File: src/rtl/puzzle_pkg.sv
// rtl/puzzle_pkg.sv - shared widths and FSM state encoding for the toggle-puzzle game sequencer
package puzzle_pkg;
   localparam int NUM_LEVELS_MAX = 8;
   localparam int LEVEL_W        = 3;
   localparam int BTN_W          = 8;

   typedef enum logic [2:0] {
      ST_IDLE     = 3'd0,
      ST_CLEAR    = 3'd1,
      ST_ARM      = 3'd2,
      ST_PLAY     = 3'd3,
      ST_WIN_HOLD = 3'd4,
      ST_DONE     = 3'd5,
      ST_FAIL     = 3'd6
   } state_t;
endpackage

File: src/rtl/btn_debounce.sv
// rtl/btn_debounce.sv - 2-FF synchroniser, stability counter and single-cycle rising-edge pulse
module btn_debounce #(
   parameter int DEBOUNCE_CYCLES = 50000
) (
   input  logic clk,
   input  logic reset,
   input  logic raw,
   output logic pulse
);
   localparam int CNT_W = $clog2(DEBOUNCE_CYCLES + 1);

   logic             sync1;
   logic             sync2;
   logic             stable;
   logic [CNT_W-1:0] cnt;

   // Any sample that matches the accepted level restarts the count, so bounces never accumulate.
   always_ff @(posedge clk or posedge reset) begin
      if (reset) begin
         sync1  <= 1'b0;
         sync2  <= 1'b0;
         stable <= 1'b0;
         cnt    <= '0;
         pulse  <= 1'b0;
      end else begin
         sync1 <= raw;
         sync2 <= sync1;
         pulse <= 1'b0;
         if (sync2 == stable) begin
            cnt <= '0;
         end else if (cnt == CNT_W'(DEBOUNCE_CYCLES)) begin
            stable <= sync2;
            cnt    <= '0;
            pulse  <= sync2;
         end else begin
            cnt <= cnt + CNT_W'(1);
         end
      end
   end
endmodule

File: src/rtl/puzzle_game_ctrl.sv
// rtl/puzzle_game_ctrl.sv - game sequencer for the 8x8 toggle puzzle; PUZZLE_MOVE_LIMIT_EN adds the FAIL state
module puzzle_game_ctrl
   import puzzle_pkg::*;
#(
   parameter int DEBOUNCE_CYCLES = 50000,
   parameter int WIN_HOLD_CYCLES = 50000000,
   parameter int NUM_LEVELS      = 5,
   parameter int MOVE_LIMIT      = 31
) (
   input  logic               clk,
   input  logic               reset,
   input  logic               start,
   input  logic [BTN_W-1:0]   btn_raw,
   input  logic               level_done,
   output logic [BTN_W-1:0]   btn_pulse,
   output logic               matrix_clear,
   output logic [LEVEL_W-1:0] nivel,
   output logic [7:0]         moves,
   output logic               game_won,
   output logic               game_lost,
   output logic [2:0]         db_estado
);
   localparam int HOLD_W = (WIN_HOLD_CYCLES > 1) ? $clog2(WIN_HOLD_CYCLES) : 1;

   if (NUM_LEVELS < 1 || NUM_LEVELS > NUM_LEVELS_MAX || MOVE_LIMIT < 1 || MOVE_LIMIT > 255) begin : g_bad_cfg
      $error("puzzle_game_ctrl: NUM_LEVELS must be 1..8 and MOVE_LIMIT 1..255");
   end

   logic [BTN_W:0] raw_all;
   logic [BTN_W:0] pulse_all;
   logic           start_pulse;
   logic           move;

   assign raw_all     = {start, btn_raw};
   assign start_pulse = pulse_all[BTN_W];

   for (genvar i = 0; i <= BTN_W; i++) begin : g_db
      btn_debounce #(
         .DEBOUNCE_CYCLES(DEBOUNCE_CYCLES)
      ) u_db (
         .clk  (clk),
         .reset(reset),
         .raw  (raw_all[i]),
         .pulse(pulse_all[i])
      );
   end

   state_t             state;
   state_t             state_n;
   logic [LEVEL_W-1:0] nivel_n;
   logic [7:0]         moves_n;
   logic [HOLD_W-1:0]  hold_cnt;
   logic [HOLD_W-1:0]  hold_n;
   logic               arm_cnt;
   logic               arm_n;

   always_ff @(posedge clk or posedge reset) begin
      if (reset) begin
         state    <= ST_IDLE;
         nivel    <= '0;
         moves    <= '0;
         hold_cnt <= '0;
         arm_cnt  <= 1'b0;
      end else begin
         state    <= state_n;
         nivel    <= nivel_n;
         moves    <= moves_n;
         hold_cnt <= hold_n;
         arm_cnt  <= arm_n;
      end
   end

   always_comb begin
      state_n      = state;
      nivel_n      = nivel;
      moves_n      = moves;
      hold_n       = hold_cnt;
      arm_n        = arm_cnt;
      btn_pulse    = (state == ST_PLAY) ? pulse_all[BTN_W-1:0] : '0;
      move         = |btn_pulse;
      matrix_clear = (state == ST_CLEAR);
      game_won     = (state == ST_DONE);
`ifdef PUZZLE_MOVE_LIMIT_EN
      game_lost    = (state == ST_FAIL);
`else
      game_lost    = 1'b0;
`endif
      db_estado    = state;

      if (move && moves != 8'hFF) begin
         moves_n = moves + 8'd1;
      end

      case (state)
         ST_IDLE: begin
            if (start_pulse) begin
               state_n = ST_CLEAR;
               nivel_n = '0;
            end
         end
         ST_CLEAR: begin
            moves_n = '0;
            arm_n   = 1'b0;
            state_n = ST_ARM;
         end
         // The matrix flag lags its clear by a register stage; ignore it until it has settled.
         ST_ARM: begin
            if (arm_cnt) begin
               state_n = ST_PLAY;
            end else begin
               arm_n = 1'b1;
            end
         end
         ST_PLAY: begin
            if (level_done) begin
               state_n = ST_WIN_HOLD;
               hold_n  = HOLD_W'(WIN_HOLD_CYCLES - 1);
`ifdef PUZZLE_MOVE_LIMIT_EN
            end else if (move && moves_n == 8'(MOVE_LIMIT)) begin
               state_n = ST_FAIL;
`endif
            end else if (start_pulse) begin
               state_n = ST_CLEAR;
            end
         end
         ST_WIN_HOLD: begin
            if (hold_cnt == '0) begin
               if (nivel == LEVEL_W'(NUM_LEVELS - 1)) begin
                  state_n = ST_DONE;
               end else begin
                  nivel_n = nivel + LEVEL_W'(1);
                  state_n = ST_CLEAR;
               end
            end else begin
               hold_n = hold_cnt - HOLD_W'(1);
            end
         end
         ST_DONE: begin
            if (start_pulse) begin
               state_n = ST_CLEAR;
               nivel_n = '0;
            end
         end
`ifdef PUZZLE_MOVE_LIMIT_EN
         ST_FAIL: begin
            if (start_pulse) begin
               state_n = ST_CLEAR;
            end
         end
`endif
         default: begin
            state_n = ST_IDLE;
         end
      endcase
   end
endmodule
File: config.mk
export PLATFORM = sky130hd
export DESIGN_NAME = puzzle_game_ctrl
export DESIGN_NICKNAME = d
export VERILOG_FILES = /design/src/rtl/puzzle_pkg.sv /design/src/rtl/btn_debounce.sv /design/src/rtl/puzzle_game_ctrl.sv
export SDC_FILE = /design/constraint.sdc
export NUM_CORES = 1
export LEC_CHECK = 0
export ABC_AREA = 1
export CAP_MARGIN = 15
export CORE_MARGIN = 4
export CORE_UTILIZATION = 50
export CTS_CLUSTER_DIAMETER = 200
export DETAILED_ROUTE_END_ITERATION = 8
export GPL_ROUTABILITY_DRIVEN = 0
export HOLD_SLACK_MARGIN = 0.12
export PLACE_DENSITY = 0.69
export SLEW_MARGIN = 20
export SYNTH_ARGS = -nofsm -noshare
export SYNTH_HDL_FRONTEND = slang
export SYNTH_SLANG_ARGS = --single-unit
File: constraint.sdc
create_clock -name clk -period 20.2 [get_ports clk]
set_input_delay 2.02 -clock clk [delete_from_list [all_inputs] [get_ports clk]]
set_output_delay 2.02 -clock clk [all_outputs]
set_load 0.01 [all_outputs]
## Word level (Yosys, flattened, before mapping)

Cells that the tools add are included.

| storage, ports and cells | value |
|---|---|
| register bits | 221 |
| bits of input ports | 12 |

| operators by class | value |
|---|---|
| eq/ne operators | 31 |
| bitwise gates (word level) | 9 |
| add/sub/neg operators | 12 |
| muxes and demuxes | 53 |
| reduce and logical (&&, ||, !) cells | 21 |

Operator list:

| operator | number |
|---|---|
| 16-bit 2-to-1 mux | 18 |
| 16-bit by 1-bit adder with 16-bit output (second input constant) | 9 |
| 16-bit == test (second input constant) | 9 |
| 26-bit 2-to-1 mux | 2 |
| 26-bit case mux with 2 select lines | 1 |
| 26-bit zero test | 1 |
| 26-bit by 1-bit subtractor with 26-bit output (second input constant) | 1 |
| 3-bit 2-to-1 mux | 8 |
| 8-bit 2-to-1 mux | 3 |
| 2-bit AND reduction | 10 |
| 1-bit 2-to-1 mux | 18 |
| 3-bit case mux with 5 select lines | 1 |
| 2-bit != test (second input constant) | 5 |
| 1-bit == test | 9 |
| 3-bit == test (second input constant) | 3 |
| 1-bit NOT | 9 |
| 8-bit by 1-bit adder with 8-bit output (second input constant) | 1 |
| 8-bit != test (second input constant) | 1 |
| 2-bit nonzero test | 4 |
| 8-bit OR reduction | 1 |
| 3-bit by 2-bit == test with 1-bit output (second input constant) | 2 |
| 3-bit case mux with 2 select lines | 1 |
| 4-bit AND reduction | 1 |
| 3-bit by 1-bit adder with 3-bit output (second input constant) | 1 |
| other kinds (7) | 7 |

## Depth between registers and ports, before layout

Gate-level depths: netlist of the first run.

| logic depth | value |
|---|---|
| word-level depth | 6 |
| gate-level depth with buffers | 10 |
| depth with buffers taken out | 10 |

## Modules after synthesis

A second synthesis of the first run with hierarchy kept.

| second synthesis, totals | value |
|---|---|
| cells, all modules | 1,673 |
| area total of the unflattened synthesis | 12,540.8 um^2 |

By module, submodules not included:

| module | times used | cells each | area an instance (um^2) | sequential area each (um^2) |
|---|---|---|---|---|
| btn_debounce (g_db[0].u_db ...) | 8 | 136 | 1,069.8 | 500.5 |
| puzzle_game_ctrl | 1 | 449 | 2,901.5 | 1,026.0 |
| btn_debounce (g_db[4].u_db) | 1 | 136 | 1,081.0 | 500.5 |

## Least setup slack after synthesis of the first run

Ideal clock, no wire load.

| path | value |
|---|---|
| kind | reg-to-output |
| start point | register state[2] (netlist: db_estado[2]) |
| end point | output port btn_pulse[5] |
| data arrival time | 932 ps |
| cell stages (with the launch flop) | 5 |
| path slack | 17,248 ps |
| required time | 18,180 ps |
| cell sequence | dfrtp_1 > inv_2 > nand3_2 > buf_6 > nor2_1 |

| on the way | value |
|---|---|
| word-level cells in the longest chain between the ends | 2 |

RTL lines:

| item | RTL line | RTL |
|---|---|---|
| start, declared | puzzle_game_ctrl.sv:48 | `state_t state;` |
| start signal, assigned | puzzle_game_ctrl.sv:65 | `state <= state_n;` |
| 3-bit by 2-bit == test with 1-bit output | puzzle_game_ctrl.sv:79 | `btn_pulse = (state == ST_PLAY) ? pulse_all[BTN_W-1:0] : '0;` |
| 8-bit 2-to-1 mux | puzzle_game_ctrl.sv:79 |  |
| end, declared | puzzle_game_ctrl.sv:15 | `output logic [BTN_W-1:0] btn_pulse,` |

Every way passes these cells.

## Worst setup path after layout of the first run

| path | value |
|---|---|
| start point | register state[2] (netlist: db_estado[2]) |
| end point | output port btn_pulse[1] |

The elaborated chain is that of the path after synthesis.

==> flow_summary.json, run 1 <==
{
  "rows": 56,
  "tns_ps": 0,
  "cts_made_buffers": 25,
  "cts_hold_buf": 0,
  "drive_gt1_frac": 0.0601,
  "fin_hold_ws_ps": 349,
  "die_area_sq_um": 26400,
  "vias_per_cell": 5.16,
  "first_pass_iters": 5,
  "die_h_um": 163,
  "synth-seq-cells": 221,
  "dp_hpwl_um": 17500,
  "slew_violations": 0,
  "synthCells": 1541,
  "layout_min_cycle_time_ps": 4270,
  "antenna_found_initial": 0,
  "rsz0062_at_grt": "no",
  "critPathLaunch": "db_estado[2]$_DFFE_PP0P_",
  "leakagePower_uw": 0.00619,
  "cts.sinks": 221,
  "setup_violations": 0,
  "antenna_cells": 0,
  "grt_max_degree": 142,
  "drv_cap": 0,
  "fin_crit_sh": 0.211,
  "grt_first_pass_wirelength_um": 43400,
  "via_count": 9960,
  "ys_seq_area_frac": 0.463,
  "startpoint_type": "register",
  "syn_to_final_growth_pct": 13.8,
  "dpl-instance-area_sq_um": 12600,
  "avgSynthCellArea_sq_um": 7.76,
  "crit_type": "register to primary output",
  "htreeDepth": 1,
  "multiInputGateArea_sq_um": 5600,
  "cp_data_required_time_ps": 18180,
  "stdcell_area_sq_um": 13600,
  "start_util": 0.509,
  "synth_nets": 1575,
  "cts_setup_buffers": 0,
  "io_buffers": 35,
  "drc": 0,
  "outcome": "finished, final reports clean",
  "syn_area_sq_um": 12000,
  "wl_per_cell_um": 12.9,
  "wirelength_um": 24800,
  "clock.fmax_mhz": 234,
  "r2r_setup_slack_ps": 17760,
  "grt_use_total": 0.192,
  "hold_class": "register to register",
  "synth_cell_types": 35,
  "final.fill_count": 2150,
  "core-area_sq_um": 23500,
  "grt_overflow_total": 0,
  "ys_warn_count": 0,
  "finalHoldViolCount": 0,
  "fin_nets": 1628,
  "critPathCapture": "btn_pulse[1]",
  "critPathMaxFanout": 12,
  "ff2ff_path_depth": 8,
  "cts.path.max_buffers": 3,
  "die_width_um": 163,
  "clock-root-buffer": "clkbuf_16",
  "end_kind": "primary output",
  "crit_arrival_ps": 2250,
  "regArea_sq_um": 5530,
  "p_per_area_nw_per_um2": 73.6,
  "clock_skew_ps": 12.8,
  "clk_pin_slew_ps": 60,
  "rr_endpoint": "hold_cnt[14]$_DFFE_PP0P_",
  "cts_tree": "done",
  "postRouteAntennaNets": 0,
  "initialDrtViolationCount": 575,
  "slew_headroom": 0.369,
  "clock_latency_ps": 520,
  "ir_drop_mv": 0.0596,
  "first_global_vias": 9576,
  "r2r-start": "db_estado[0]$_DFFE_PP0P_",
  "worstMarginPinSlew_ps": 947,
  "io_pins": 37,
  "ctsResizeCount": 0
}
-- cells by family after synthesis --
group           count (synthesis)  share of synthesized area
simple gates                  958                      0.361
flops                         221                      0.463
buf+inv                       207                     0.0686
xor+xnor                       68                     0.0498
compound gates                 64                     0.0342
fa+ha+maj                      22                     0.0230
other cells                     1                   0.000314
-- layout make-up --
type / instances / area share
Clock inverter: 11 / 0.0174
Timing Repair Buffer: 37 / 0.0271
Inverter: 196 / 0.0546
Clock buffer: 35 / 0.0532
Multi-Input combinational cell: 1113 / 0.412
Sequential cell: 221 / 0.406
Tap cell: 319 / 0.0293
-- per-stage QoR --
stage	total power, uW	setup WS, ps	std cells	util
after floorplan	482	12130	1541	-
after global placement	492	15800	1886	0.539
after detailed placement	493	15810	1886	0.539
after CTS	1020	15930	1932	0.579
after global routing	1040	15820	1932	0.580
final	1000	15930	1932	0.580
-- synthesized netlist by cell type (all sizes together) --
cell,count,area [sq um]
nand2,322,1250
nor2,314,1230
dfrtp,221,5530
inv,195,732
nand3,151,781
nor3,77,440
nand4,54,338
xor2,52,455
nor3b,26,195
o21ai,24,176
a21oi,23,115
ha,22,275
xnor2,16,140
nor4,12,75.1
buf,10,80.1
a31oi,9,56.3
o21bai,4,30.0
o21a,2,15.0
or2,2,12.5
clkbuf,1,3.75
clkinv,1,3.75
conb,1,3.75
o311ai,1,8.76
o31ai,1,7.51
-- placed cells by master, fill, tap and decap left out, types with 6 or more instances in the layout --
cell,synthesis,final
nand2_1,314,314
nor2_1,305,305
dfrtp_1,221,221
inv_1,193,192
nand3_1,146,146
nor3_1,66,66
nand4_1,54,54
xor2_1,52,52
clkdlybuf4s50_1,0,35
nor3b_1,26,26
clkbuf_16,0,25
a21oi_1,23,23
ha_1,22,22
xnor2_1,16,16
o21ai_2,15,15
nor4_1,12,12
nor3_2,11,11
a31oi_1,9,9
o21ai_0,9,9
bufinv_16,0,7
clkbuf_8,0,6
-- state kept, by name, summed over array words and instances (netlist names) --
signal            cells
g_db.u_db.cnt       144
hold_cnt             26
g_db.u_db.pulse       9
g_db.u_db.stable      9
g_db.u_db.sync1       9
g_db.u_db.sync2       9
moves                 8
db_estado             3
nivel                 3
arm_cnt               1
-- worst min path at each step --
stage | start | endpoint | cells after the start
detailed placement | g_db[7].u_db.sync1$_DFF_PP0_ | g_db[7].u_db.sync2$_DFF_PP0_ | 0
global route | g_db[2].u_db.sync1$_DFF_PP0_ | g_db[2].u_db.sync2$_DFF_PP0_ | 0
CTS | g_db[7].u_db.sync1$_DFF_PP0_ | g_db[7].u_db.sync2$_DFF_PP0_ | 0
global placement | g_db[0].u_db.sync1$_DFF_PP0_ | g_db[0].u_db.sync2$_DFF_PP0_ | 0
floorplan | g_db[0].u_db.sync1$_DFF_PP0_ | g_db[0].u_db.sync2$_DFF_PP0_ | 0
finish | g_db[7].u_db.sync1$_DFF_PP0_ | g_db[7].u_db.sync2$_DFF_PP0_ | 0
-- metal layers --
| metal | global-route usage | wire (um) | vias to the layer above |
|---|---|---|---|
| met5 | 0 | 0 | - |
| met4 | 0.0541 | 646 | 0 |
| met3 | 0.0246 | 859 | 44 |
| met2 | 0.327 | 11800 | 150 |
| met1 | 0.260 | 11600 | 4697 |
| li1 | - | - | 5069 |
-- worst max-delay path: stages, from the launching register on --
cell and delay, ps:
dfrtp_1 410, inv_2 90, nand3_2 290, nor2_1 340
clkdlybuf4s50_1 600
-- power breakdown --
part	internal [uW]	switching, uW	total, uW	leakage, uW
Sequential	449	5.30	454	0.00302
Combinational	8.83	20.7	29.5	0.00270
Clock	338	179	518	0.000467
Power figures use the tool's default switching activity.
==> run 2: changes to the inputs <==
clock period = 4.2 ns   (was 20.2 ns; I/O delays follow)
==> run 2 against run 1 <==
Sequential share of layout area down 0.10 points. Clock-buffer cell count shrank 5. Die area unchanged. Critical path type unchanged.
==> flow_summary.json, run 2 (synthesis results as in run 1) <==
{
  "outcome": "finished, final reports clean",
  "layout_min_cycle_time_ps": 2630,
  "fin_crit_sh": 0.627,
  "leakagePower_uw": 0.00620,
  "die_h_um": 163,
  "post-place-ws_ps": 1840,
  "startpoint_type": "register",
  "wl_per_cell_um": 12.8,
  "die_width_um": 163,
  "grt_first_pass_wirelength_um": 43700,
  "initialDrtViolationCount": 676,
  "start_util": 0.509,
  "grt_overflow_total": 0,
  "finalPower_uw": 4840,
  "htreeDepth": 1,
  "first_global_vias": 9445,
  "drc": 0,
  "final_cell_mix": "314 x nand2_1, 305 x nor2_1, 221 x dfrtp_1",
  "ctsResizeCount": 0,
  "via_count": 9947,
  "ir_drop_mv": 0.269,
  "antenna_cells": 0,
  "grt_max_degree": 119,
  "regMostFlops": "g_db.u_db.cnt",
  "cts_hold_buf": 0,
  "die_area_sq_um": 26400,
  "finalHoldViolCount": 0,
  "clk_pin_slew_ps": 60,
  "drv_cap": 0,
  "rows": 56,
  "antenna_found_initial": 0,
  "final_common_cell": "nand2_1",
  "clock_latency_ps": 510,
  "syn_to_final_growth_pct": 14.1,
  "final.fill_count": 2117,
  "largestRegisters": "g_db.u_db.cnt (144), hold_cnt (26)",
  "cts.path.max_buffers": 3,
  "cts_setup_buffers": 0,
  "dp_hpwl_um": 17600,
  "io_buffers": 35,
  "clock-root-buffer": "clkbuf_16",
  "fin_nets": 1630,
  "worstMarginPinSlew_ps": 630,
  "tns_ps": 0,
  "clock_skew_ps": 9.12,
  "p_per_area_nw_per_um2": 355,
  "io_pins": 37,
  "critPathMaxFanout": 12,
  "cts.sinks": 221,
  "clock.fmax_mhz": 380,
  "crit_type": "register to primary output",
  "cts_made_buffers": 25,
  "setup_violations": 0,
  "crit_arrival_ps": 2210,
  "end_kind": "primary output",
  "vias_per_cell": 5.15,
  "rsz0062_at_grt": "no",
  "final_util": 0.581,
  "hold_class": "primary input to register",
  "largest_reg_flops": 144,
  "core-area_sq_um": 23500,
  "grt_use_total": 0.193,
  "postRouteAntennaNets": 0,
  "first_pass_iters": 5,
  "cp_data_required_time_ps": 3780,
  "wirelength_um": 24800,
  "cts_tree": "done",
  "drive_gt1_frac": 0.0620,
  "slew_violations": 0,
  "layout_setup_ws_ps": 1570,
  "slew_headroom": 0.580
}
[run 2: final timing paths]
check                           cells after the start                    startpoint  slack, ps                              to
worst max-delay path                                4      db_estado[2]$_DFFE_PP0P_       1570                    btn_pulse[6]
worst min-delay path                                1                    btn_raw[0]        350    g_db[0].u_db.sync1$_DFF_PP0_
worst max register to register                      8      db_estado[0]$_DFFE_PP0P_       1820         hold_cnt[1]$_DFFE_PP0P_
worst min register to register                      0  g_db[4].u_db.sync1$_DFF_PP0_        350    g_db[4].u_db.sync2$_DFF_PP0_
max in group asynchronous                           3                         reset       3240  g_db[3].u_db.cnt[12]$_DFF_PP0_
min in group asynchronous                           3                         reset        380   g_db[7].u_db.cnt[1]$_DFF_PP0_
[run 2: worst max-delay path, stage by stage (launching register included)]
cell and delay (ps):
dfrtp_1 410, inv_2 100, nand3_2 350, nor2_1 270, clkdlybuf4s50_1 570
[run 2: where the power goes]
part | total [uW] | switching, uW | internal (uW)
registers | 2180 | 25.0 | 2160
clock network | 2510 | 867 | 1650
logic | 145 | 99.8 | 45.6
[run 2: cell type report]
type                    count  area, sq um  area share
multi-input cells        1113         5600       0.411
flip-flops and latches    221         5530       0.405
inverters                 196          739      0.0542
clock buffers              30          684      0.0502
repair buffers             39          405      0.0297
well taps                 319          399      0.0293
clock inverters            14          278      0.0204
[run 2: stage by stage]
stage | instances | cell area [sq um] | hold slack (ps)
after floorplan | 1541 | 12000 | 331
after global placement | 1888 | 12700 | 333
final | 1932 | 13600 | 347
after global routing | 1932 | 13600 | 327
after CTS | 1932 | 13600 | 322
after detailed placement | 1888 | 12700 | 338
[run 2: routing by layer]
metal | vias to the layer above | wire, um | global-route usage
met5 | - | 0 | 0
met4 | 0 | 899 | 0.0690
met3 | 61 | 927 | 0.0266
met2 | 152 | 11300 | 0.312
met1 | 4657 | 11600 | 0.268
li1 | 5077 | - | -
==> run 3: changes to the inputs <==
clock period = 2.75 ns   (was 4.2 ns; I/O delays follow)
==> run 3 against run 2 <==
Utilization fell by 0.46 points. Via count is 0.30% lower. Clock skew down 1.7 ps. Register-to-register slack lost 1300 ps. Hold slack lost 160 ps. Die area stayed put. Final cell count grew 0.10%.
==> flow_summary.json, run 3 (synthesis results as in run 1) <==
{
  "stdcell_area_sq_um": 13500,
  "cts_tree": "done",
  "io_pins": 37,
  "clkPwrFrac": 0.490,
  "wirelength_um": 24800,
  "drive_gt1_frac": 0.0607,
  "start_util": 0.509,
  "final_cell_mix": "314 x nand2_1, 305 x nor2_1, 221 x dfrtp_1",
  "clock.fmax_mhz": 408,
  "cts.sinks": 221,
  "critPathMaxFanout": 12,
  "die_area_sq_um": 26400,
  "switching_share": 0.216,
  "finalHoldViolCount": 0,
  "rows": 56,
  "crit_type": "register to primary output",
  "end_kind": "primary output",
  "outcome": "finished, final reports clean",
  "p_sw_uw": 1510,
  "p_per_area_nw_per_um2": 516,
  "crit_arrival_ps": 2170,
  "syn_to_final_growth_pct": 13.2,
  "ctsResizeCount": 0,
  "clock_latency_ps": 520,
  "cp_data_required_time_ps": 2480,
  "fin_crit_sh": 0.890,
  "first_pass_iters": 5,
  "cts_hold_buf": 0,
  "grt_max_degree": 107,
  "slew_headroom": 0.628,
  "via_count": 9917,
  "grt_first_pass_wirelength_um": 43200,
  "grt_overflow_total": 0,
  "intPower_uw": 5470,
  "largestRegisters": "g_db.u_db.cnt (144), hold_cnt (26)",
  "antenna_cells": 0,
  "worstMarginPinSlew_ps": 554,
  "die_h_um": 163,
  "die_width_um": 163,
  "finalPower_uw": 6980,
  "dp_hpwl_um": 17700,
  "cts_setup_buffers": 0,
  "pwr-share-seq": 0.478,
  "htreeDepth": 1,
  "drc": 0,
  "hold_class": "primary input to register",
  "first_global_vias": 9555,
  "drv_cap": 0,
  "clock-root-buffer": "clkbuf_16",
  "cts.path.max_buffers": 3,
  "slew_violations": 0,
  "vias_per_cell": 5.13,
  "setup_violations": 0,
  "rsz0062_at_grt": "no",
  "wl_per_cell_um": 12.8,
  "clock_skew_ps": 7.37,
  "startpoint_type": "register",
  "grt_use_total": 0.190,
  "io_buffers": 35,
  "core-area_sq_um": 23500,
  "postRouteAntennaNets": 0,
  "antenna_found_initial": 0,
  "regMostFlops": "g_db.u_db.cnt",
  "layout_min_cycle_time_ps": 2450,
  "largest_reg_flops": 144,
  "leakagePower_uw": 0.00616,
  "fin_nets": 1631,
  "tns_ps": 0,
  "ir_drop_mv": 0.380,
  "cts_made_buffers": 25,
  "dpl-instance-area_sq_um": 12700,
  "initialDrtViolationCount": 684,
  "clk_pin_slew_ps": 60,
  "pwr-share-comb": 0.032,
  "final_common_cell": "nand2_1"
}
run 3: cell type report:
cell class                      instances  area [sq um]
Clock inverter                         13           175
Fill cell                            2149          9940
Sequential cell                       221          5530
Multi-Input combinational cell       1113          5600
Clock buffer                           32           672
Inverter                              196           739
Tap cell                              319           399
Timing Repair Buffer                   40           413
run 3: stage by stage:
stage,instances,setup WS (ps),util,hold WS [ps]
6_report,1934,301,0.577,190
5_1_grt,1934,157,0.577,178
4_1_cts,1934,248,0.577,177
3_5_place_dp,1889,557,0.540,335
3_3_place_gp,1889,632,0.540,332
2_1_floorplan,1541,-407,-,306
run 3: worst max-delay path, stage by stage (launching register included):
cell	delay [ps]
dfrtp_1	410
inv_2	100
nand3_2	280
nor2_1	290
clkdlybuf4s50_1	580
run 3: power by group through the flow:
| stage | registers (uW) | logic [uW] | clock network (uW) |
|---|---|---|---|
| floorplan | 3390 | 158 | 0 |
| global placement | 3390 | 228 | 0 |
| detailed placement | 3390 | 232 | 0 |
| CTS | 3340 | 233 | 3500 |
| global route | 3340 | 263 | 3650 |
| finish | 3340 | 224 | 3420 |
run 3: path summary, 6_finish.rpt:
path | depth (start not counted) | to | slack [ps] | startpoint
worst min register to register | 0 | g_db[7].u_db.sync2$_DFF_PP0_ | 350 | g_db[7].u_db.sync1$_DFF_PP0_
worst max-delay path | 4 | btn_pulse[1] | 300 | db_estado[2]$_DFFE_PP0P_
max in group asynchronous | 3 | g_db[6].u_db.cnt[3]$_DFF_PP0_ | 2010 | reset
min in group asynchronous | 3 | g_db[1].u_db.sync1$_DFF_PP0_ | 240 | reset
worst max register to register | 9 | hold_cnt[17]$_DFFE_PP0P_ | 550 | hold_cnt[0]$_DFFE_PP0P_
worst min-delay path | 1 | g_db[1].u_db.sync1$_DFF_PP0_ | 190 | btn_raw[1]
run 3: routing by layer:
metal	GRT usage	share of wire	wire length (um)
met5	0	0	0
met4	0.0427	0.016	394
met3	0.0304	0.045	1110
met2	0.324	0.47	11700
met1	0.258	0.47	11500
